`src/rtl/calc_operand_sequencer.sv`:
```
// Byte-mapped operand/opcode front end and result capture for the calculator core.
// Optional CALC_SEQ_AUTOSTART_EN: a write to 0x07 (B MSB) in IDLE also starts an operation.
module calc_operand_sequencer #(
   parameter int CALC_LATENCY = 1
) (
   input  logic        clk,
   input  logic        rst,
   input  logic        wr_en,
   input  logic [4:0]  wr_addr,
   input  logic [7:0]  wr_data,
   input  logic [4:0]  rd_addr,
   output logic [7:0]  rd_data,
   output logic [31:0] calc_a,
   output logic [31:0] calc_b,
   output logic [1:0]  calc_op,
   input  logic [63:0] calc_result,
   output logic        busy,
   output logic        done
);

   localparam logic [3:0] LAT = 4'(CALC_LATENCY);

   typedef enum logic {IDLE, WAIT} state_t;

   state_t      state, state_nx;
   logic [31:0] a_q, b_q, b_nx;
   logic [1:0]  op_q, op_nx;
   logic [63:0] res_q;
   logic [3:0]  cnt_q;
   logic        valid_q, div0_q, ovr_q, done_q;
   logic        wr_ctrl, start_req, accept, finish;
   logic [7:0]  rd_nx;

   always_comb begin
      wr_ctrl = wr_en && (wr_addr == 5'h08);
`ifdef CALC_SEQ_AUTOSTART_EN
      start_req = (wr_ctrl && wr_data[7]) || (wr_en && (wr_addr == 5'h07));
`else
      start_req = wr_ctrl && wr_data[7];
`endif
      accept = start_req && (state == IDLE);
      finish = (state == WAIT) && (cnt_q == LAT);
      op_nx  = wr_ctrl ? wr_data[1:0] : op_q;
      // div0 must see the byte landing on the start edge
      b_nx   = b_q;
      if (wr_en && (wr_addr[4:2] == 3'b001))
         b_nx[{wr_addr[1:0], 3'b000} +: 8] = wr_data;
   end

   always_comb begin
      state_nx = state;
      unique case (state)
         IDLE: if (accept) state_nx = WAIT;
         WAIT: if (finish) state_nx = IDLE;
         default: state_nx = IDLE;
      endcase
   end

   always_ff @(posedge clk or posedge rst) begin
      if (rst) state <= IDLE;
      else     state <= state_nx;
   end

   always_ff @(posedge clk or posedge rst) begin
      if (rst) begin
         a_q     <= '0;
         b_q     <= '0;
         op_q    <= '0;
         res_q   <= '0;
         cnt_q   <= '0;
         valid_q <= 1'b0;
         div0_q  <= 1'b0;
         ovr_q   <= 1'b0;
         done_q  <= 1'b0;
         rd_data <= '0;
      end else begin
         done_q  <= finish;
         rd_data <= rd_nx;
         if (wr_en && (state == IDLE)) begin
            if (wr_addr[4:2] == 3'b000)
               a_q[{wr_addr[1:0], 3'b000} +: 8] <= wr_data;
            b_q  <= b_nx;
            op_q <= op_nx;
         end
         if (state == WAIT) cnt_q <= cnt_q + 4'd1;
         if (accept) begin
            cnt_q   <= '0;
            ovr_q   <= 1'b0;
            valid_q <= 1'b0;
            div0_q  <= (op_nx == 2'd3) && (b_nx == '0);
         end else if (start_req) begin
            ovr_q <= 1'b1;
         end
         if (finish) begin
            res_q   <= calc_result;
            valid_q <= 1'b1;
         end
      end
   end

   always_comb begin
      rd_nx = 8'h00;
      unique case (1'b1)
         (rd_addr[4:2] == 3'b000): rd_nx = a_q[{rd_addr[1:0], 3'b000} +: 8];
         (rd_addr[4:2] == 3'b001): rd_nx = b_q[{rd_addr[1:0], 3'b000} +: 8];
         (rd_addr == 5'h08):       rd_nx = {6'b0, op_q};
         (rd_addr == 5'h09):       rd_nx = {4'b0, ovr_q, div0_q, valid_q, busy};
         (rd_addr[4:3] == 2'b10):  rd_nx = res_q[{rd_addr[2:0], 3'b000} +: 8];
         default:                  rd_nx = 8'h00;
      endcase
   end

   assign busy    = (state == WAIT);
   assign done    = done_q;
   assign calc_a  = a_q;
   assign calc_b  = b_q;
   assign calc_op = op_q;

endmodule

```
`config.mk`:
```
export PLATFORM = sky130hd
export DESIGN_NAME = calc_operand_sequencer
export DESIGN_NICKNAME = d
export VERILOG_FILES = /design/src/rtl/calc_operand_sequencer.sv
export SDC_FILE = /design/constraint.sdc
export NUM_CORES = 1
export LEC_CHECK = 0
export CAP_MARGIN = 40
export CORE_ASPECT_RATIO = 0.6
export CORE_MARGIN = 1
export CORE_UTILIZATION = 40
export CTS_CLUSTER_SIZE = 16
export DETAILED_ROUTE_END_ITERATION = 7
export GPL_ROUTABILITY_DRIVEN = 0
export PLACE_DENSITY = 0.73
export SYNTH_ARGS = -nofsm -noshare
export SYNTH_HDL_FRONTEND = slang
export SYNTH_SLANG_ARGS = --single-unit
```
`constraint.sdc`:
```
create_clock -name clk -period 9 [get_ports clk]
set_input_delay 1.8 -clock clk [delete_from_list [all_inputs] [get_ports clk]]
set_output_delay 1.8 -clock clk [all_outputs]
set_load 0.05 [all_outputs]
```
# Word-level counts from Yosys, hierarchy flattened
# Index checks and enable logic that the tools add are counted.
# word_totals
regBits	147
elab_cells	55
input_bits	85
out_inout_bits	76
# op_classes
muxes	14
n_reduce_logical	14
shift	5
add_sub_neg	2
eq_ne	8
bitwise	1
# ops
operator	count
$bwmux W32	2
$shiftx A32 B6 Y8	2
$shiftx A64 B7 Y8	1
$pmux W8 S5	1
$logic_not A32 Y1	1
$mux W32	1
$shift A8 B7 Y32 const A	1
$shiftx A8 B7 Y32	1
$eq A5 B4 Y1 const B	3
$mux W4	2
$logic_and A1 B1 Y1	7
$neg A5 Y7	1
$eq A3 B1 Y1 const B	2
$logic_not A3 Y1	2
$mux W1	6
$reduce_bool A2 Y1	3
$add A4 B1 Y4 const B	1
$eq A2 B2 Y1 const B	2
$eq A4 B1 Y1 const B	1
$mux W2	1
$pmux W1 S2	1
$reduce_and A2 Y1	1
$not A1 Y1	1

# Depth between registers and ports, before layout
# Gate-level depths: netlist of the first run.
# logic_depth
word_depth	6
mapped_depth	7
depth_no_buf	6

# Least setup slack after synthesis of the first run
# Ideal clock, no wire load.
# synth_path
path_type	input-to-reg
from	input rd_addr[4]
to	register rd_data[7]
required_ns	8.876
path_buffers	2
slack_ns	5.632
setup_time_ns	0.124
cell_stages	6
t_arrival_ns	3.244
cell_sequence	buf_6 > nor3b_2 > buf_6 > mux4_2 > and2_1 > o31a_1
# synth_between
elab_chain_len	2
word_cells_on_any_way	6
classes_between	eq/ne (4); mux (1); reduce/logical (1)
# synth_rtl
element	line_no	source
start, declared	11	input logic [4:0] rd_addr,
$eq A5 B4 Y1 (tied with other cells)	107	(rd_addr == 5'h09): rd_nx = {4'b0, ovr_q, div0_q, valid_q, busy};
$pmux W8 S5 *	103	unique case (1'b1)
net rd_nx[7]	32	logic [7:0] rd_nx;
end signal, assigned	78	rd_data <= rd_nx;
end, declared	12	output logic [7:0] rd_data,
# Mark *: on every way through the listed nets, which the timed path passes. The rest lies on a longest branch.
# A chain may end at the register's enable or synchronous reset.

# Worst setup path in the final report of the first run
# layout_path
from	input rd_addr[2]
to	register rd_data[7]
# layout_between
elab_chain_len	2
word_cells_on_any_way	6
classes_between	eq/ne (3); shift (1); mux (1); reduce/logical (1)
# layout_rtl
element	line_no	source
$shiftx A64 B7 Y8 (tied with other cells)	108	(rd_addr[4:3] == 2'b10): rd_nx = res_q[{rd_addr[2:0], 3'b000} +: 8];
$pmux W8 S5 *	103	
net rd_nx[7]	32	
# Marks and branches as above.

==> results of run 1 <==
registers in the layout, summed over array words and instances, names as in the netlist:
signal / cells
busy: 1
calc_a: 32
calc_b: 32
calc_op: 2
cnt_q: 4
div0_q: 1
done: 1
ovr_q: 1
rd_data: 8
res_q: 64
valid_q: 1
report_power, final:
group	leakage, µW	switching [µW]	internal (µW)
Clock	0.000272	296	368
Sequential	0.00188	108	839
Combinational	0.00161	266	292
Total	0.00377	670	1500
per-stage QoR:
stage | area, µm² | std cells | hold WS (ps) | setup WS (ps) | utilization (%)
after global routing | 9280 | 965 | 499 | 4790 | 56.1
after floorplan | 6900 | 570 | 449 | 3250 | -
after CTS | 9270 | 964 | 479 | 4930 | 56.1
after detailed placement | 8710 | 932 | 466 | 4490 | 52.7
final | 9280 | 965 | 476 | 4900 | 56.1
after global placement | 8640 | 928 | 460 | 4140 | 52.3
synth_stat cells, types with 4 or more instances:
library cell    n
dfrtp_1       147
nand2_1       110
o21ai_0        67
mux2_2         39
mux2_1         30
mux4_2         26
clkbuf_1       15
buf_2          10
mux2i_1        10
nor4_1         10
nand3_1         9
a211oi_1        8
ha_1            7
inv_1           7
o22ai_1         6
nor2b_1         5
buf_4           4
buf_6           4
nand2b_1        4
kinds of logic after synthesis:
family | count (synthesis)
buf+inv | 40
mux | 107
simple gates | 164
flops | 147
fa+ha+maj | 7
compound gates | 105
layout make-up:
type / count / area [µm²]
Clock inverter: 14 / 121
Inverter: 7 / 31.3
Timing Repair Buffer: 168 / 1700
Tap cell: 228 / 285
Clock buffer: 18 / 439
Multi-Input combinational cell: 383 / 3030
Sequential cell: 147 / 3680
Fill cell: 1356 / 7250
how the worst max path moves through the flow:
stage,start,end,slack (ps),cells after the start
floorplan,rst,busy,3250,1
global placement,rd_addr[2],rd_data[7],4140,5
detailed placement,rd_addr[2],rd_data[7],4490,6
CTS,rd_addr[2],rd_data[7],4930,6
global route,rd_addr[2],rd_data[7],4790,6
finish,rd_addr[2],rd_data[7],4900,6
layer usage:
metal  GRT usage (%)  share of wire [%]  vias up
met3            8.79                 11       21
met2            32.8                 42      291
met5               0                  0        -
li1                -                  -     2390
met1            36.9                 46     2744
met4            5.42               0.92        0
worst max-delay path, cell delays in order:
cell             delay [ps]
clkdlybuf4s50_1        1000
nor3b_2                 390
buf_4                   260
mux4_2                  500
and2_1                  170
o31a_1                  270
==> impl_metrics.env, run 1 <==
export IMPL_status="finished clean"
export IMPL_synth_compound_area_share_pct=9.07
export IMPL_clkLatencyLatePin_ps=420
export IMPL_cts_max_path_buffers=2
export IMPL_drive_gt1_share_pct=15.7
export IMPL_synth_area_top_cells="dfrtp_1 53%, mux4_2 8.5%, mux2_2 6.4%, nand2_1 6.0%, mux2_1 4.9%"
export IMPL_postSynthCellCount=570
export IMPL_syn_area_mm2=0.00690
export IMPL_layout_nets=816
export IMPL_cts_resized=0
export IMPL_core_area_mm2=0.0165
export IMPL_cts_tree="built"
export IMPL_reg2reg_to="calc_b[6]"
export IMPL_fin_setup_tns_ps=0
export IMPL_skew_ps=7.95
export IMPL_end_kind="register"
export IMPL_grt_pass1_vias=5409
export IMPL_muxShareOfSynthArea_pct=22.0
export IMPL_worst_pin_slew_ps=845
export IMPL_yosys_area_share_simple_pct=11.4
export IMPL_synth_fa_ha_area_share_pct=1.27
export IMPL_grt_max_degree=73
export IMPL_hold_end="valid_q"
export IMPL_port_buffers=160
export IMPL_layout_commonest_cell="clkdlybuf4s50_1"
export IMPL_ant_nets=0
export IMPL_r2r_slack_ps=6620
export IMPL_ctsHoldBuffers=0
export IMPL_power_density_mw_per_mm2=234
export IMPL_synth_top_family_by_area="multiplexers"
export IMPL_relSlewSlack_pct=43.7
export IMPL_die_area_mm2=0.0178
export IMPL_cts_root_buf="clkbuf_16"
export IMPL_post_route_min_period_ps=4100
export IMPL_peakVddDrop_mv=0.127
export IMPL_drt_iter0_markers=592
export IMPL_fin_crit_sh_pct=45.6
export IMPL_antenna_found_initial=0
export IMPL_hold_viol_final=0
export IMPL_cp_required_ps=9290
export IMPL_synth_nets=662
export IMPL_slew_viol_final=0
export IMPL_synth_top_area_cell="dfrtp_1"
export IMPL_rows=36
export IMPL_initial_core_util_pct=41.7
export IMPL_via_per_inst=5.64
export IMPL_ys_ff_latch=147
export IMPL_yosysSeqAreaShare_pct=53.3
export IMPL_cts_buffers=17
export IMPL_min_from="valid_q"
export IMPL_setup_viol_count_final=0
export IMPL_routedWlPerCell_um=21.3
export IMPL_hold_path_class="register to register"
export IMPL_vias=5446
export IMPL_p_leak_uw=0.00377
export IMPL_grt_overflow=0
export IMPL_clkSinkCount=147
export IMPL_async_reset_ff_share_pct=100
export IMPL_fmax_ghz=0.244
export IMPL_path_clk_slew_ps=60
export IMPL_mostFrequentLayoutCells="159 x clkdlybuf4s50_1, 147 x dfrtp_1, 110 x nand2_1"
export IMPL_power_uw=2170
export IMPL_cap_violations=0
export IMPL_track_usage_pct=24.3
export IMPL_hpwl_um=15500
export IMPL_netlist_cell_type_count=52
export IMPL_r2r_cells=4
export IMPL_die_w_um=172
export IMPL_dr_pass1_iters=5
export IMPL_synth_ff_type="dfrtp_1"
export IMPL_arrival_ps=4400
export IMPL_synth_xor_area_share_pct=0
export IMPL_syn_to_final_growth_pct=34.5
export IMPL_drc=0
export IMPL_hold_depth=1
export IMPL_grt_pass1_wl_um=31700
export IMPL_yosysTopAreaCellShare_pct=53.3
export IMPL_worstPathMaxFanout=20
export IMPL_dieHeight_um=104
export IMPL_wl_um=20600
export IMPL_crit_type="input pin to register"
export IMPL_io_pins=161
export IMPL_yosysWarnings=0
export IMPL_synth_edff_count=0
export IMPL_r2r_start="busy"
export IMPL_syn_avg_cell_area_um2=12.1
export IMPL_htreeDepth=4
export IMPL_post_cts_buffers=0
export IMPL_crit_path_start_kind="input pin"
export IMPL_diodes=0
export IMPL_grt_setup_unrepaired="no"
Power figures use the tool's default switching activity.
==> run 2, diff against run 1 <==
==> constraint.sdc (replaced) <==
create_clock -name clk -period 4.2 [get_ports clk]
set_input_delay 0.84 -clock clk [delete_from_list [all_inputs] [get_ports clk]]
set_output_delay 0.84 -clock clk [all_outputs]
set_load 0.05 [all_outputs]
==> run 2 against run 1 <==
  * Register-to-register slack worse by 4600 ps
  * Non-clock buffer count up 2
  * Global-route usage about the same
  * Design area up 0.28%
  * Total power up 120%
  * Clock-buffer cell count unchanged
  * First-iteration DRC count down 35%
  * Die area unchanged
==> impl_metrics.env, run 2 (synthesis results as in run 1) <==
export IMPL_drt_iter0_markers=384
export IMPL_p_leak_uw=0.00378
export IMPL_dp_cells=935
export IMPL_via_per_inst=5.67
export IMPL_layout_nets=818
export IMPL_slew_viol_final=0
export IMPL_critPathSlowestCell="nor4b_2"
export IMPL_fin_crit_sh_pct=67.0
export IMPL_dpl_cell_area_mm2=0.00872
export IMPL_io_pins=161
export IMPL_drive_gt1_share_pct=15.8
export IMPL_max_stage_delay_ps=840
export IMPL_drc=0
export IMPL_wl_um=20700
export IMPL_regMostFlops="res_q"
export IMPL_relSlewSlack_pct=38.9
export IMPL_hold_path_class="register to register"
export IMPL_ant_nets=0
export IMPL_syn_to_final_growth_pct=34.9
export IMPL_initial_core_util_pct=41.7
export IMPL_preCtsSetupSlack_ps=988
export IMPL_htreeDepth=4
export IMPL_finalNonFillerCells=967
export IMPL_peakVddDrop_mv=0.289
export IMPL_cts_resized=0
export IMPL_core_area_mm2=0.0165
export IMPL_track_usage_pct=24.4
export IMPL_cp_required_ps=4510
export IMPL_dr_pass1_iters=5
export IMPL_arrival_ps=3130
export IMPL_grt_setup_unrepaired="no"
export IMPL_cap_violations=0
export IMPL_port_buffers=160
export IMPL_fin_setup_tns_ps=0
export IMPL_cts_buffers=17
export IMPL_grt_max_degree=68
export IMPL_grt_overflow=0
export IMPL_final_util_pct=56.3
export IMPL_antenna_found_initial=0
export IMPL_setup_viol_count_final=0
export IMPL_crit_path_start_kind="input pin"
export IMPL_worstPathMaxFanout=8
export IMPL_fin_area_mm2=0.00931
export IMPL_clkSinkCount=147
export IMPL_crit_type="input pin to register"
export IMPL_hold_viol_final=0
export IMPL_power_density_mw_per_mm2=508
export IMPL_mostFrequentLayoutCells="159 x clkdlybuf4s50_1, 147 x dfrtp_1, 110 x nand2_1"
export IMPL_fill_cells=1341
export IMPL_ctsHoldBuffers=0
export IMPL_fmax_ghz=0.356
export IMPL_grt_pass1_vias=5440
export IMPL_vias=5480
export IMPL_path_clk_slew_ps=60
export IMPL_worst_path_buf_inv=2
export IMPL_end_kind="register"
export IMPL_cts_max_path_buffers=2
export IMPL_die_w_um=172
export IMPL_skew_ps=13.2
export IMPL_largest_reg_flops=64
export IMPL_status="finished clean"
export IMPL_fin_ws_ps=1390
export IMPL_diodes=0
export IMPL_routedWlPerCell_um=21.5
export IMPL_grt_pass1_wl_um=31900
export IMPL_r2r_slack_ps=2050
export IMPL_clkLatencyLatePin_ps=430
export IMPL_worst_pin_slew_ps=914
export IMPL_die_area_mm2=0.0178
export IMPL_crit_family="simple AND/OR/NAND/NOR gates"
export IMPL_cts_tree="built"
export IMPL_layout_commonest_cell="clkdlybuf4s50_1"
export IMPL_hpwl_um=15500
export IMPL_dieHeight_um=104
export IMPL_rows=36
export IMPL_cts_root_buf="clkbuf_16"
export IMPL_post_cts_buffers=0
export IMPL_cp_cell_sequence="clkdlybuf4s50_1 -> inv_1 -> ha_1 -> nor4b_2 -> nand2_1 -> o21ai_0"
export IMPL_post_route_min_period_ps=2810
-- run 2: cell types whose count changed in the layout (fill, tap and decap cells not counted), sizes merged --
cell and change:
clkinvlp +2, clkbuf -1, bufinv +1, buf +3, clkinv -3
-- run 2: worst paths after layout --
| kind | from | end | cells after the start |
|---|---|---|---|
| max reg2reg | busy | res_q[47] | 4 |
| max | wr_addr[0] | calc_b[23] | 6 |
| min | res_q[22] | res_q[22] | 1 |
| max in group asynchronous | rst | res_q[32] | 4 |
| min reg2reg | res_q[22] | res_q[22] | 1 |
| min in group asynchronous | rst | res_q[1] | 2 |
-- run 2: cell type report --
type,count,area [µm²],area share (%)
clock buffers,18,439,4.72
clock inverters,14,143,1.53
inverters,7,30.0,0.323
multi-input cells,383,3020,32.5
flip-flops and latches,147,3680,39.5
well taps,228,285,3.07
repair buffers,170,1710,18.4
-- run 2: power breakdown --
group          total [µW]  leakage, µW  switching [µW]  internal [µW]
Clock                1510     0.000277             658            849
Combinational        1200      0.00162             570            626
Sequential           2020      0.00188             227           1800
Total                4730      0.00378            1460           3270
-- run 2: metrics by stage --
stage          hold slack [ps]  total power (µW)
2_1_floorplan              449              2800
3_3_place_gp               461              3170
3_5_place_dp               469              3250
4_1_cts                    483              4750
5_1_grt                    497              4950
6_report                   481              4730
-- run 2: routing by layer --
metal	wire length [µm]	GRT usage [%]	part of all wire [%]	vias up
met5	0	0	0	-
met4	276	6.38	1.3	0
met3	2190	7.49	11	32
met2	8760	33.0	42	286
met1	9510	37.2	46	2774
li1	-	-	-	2388
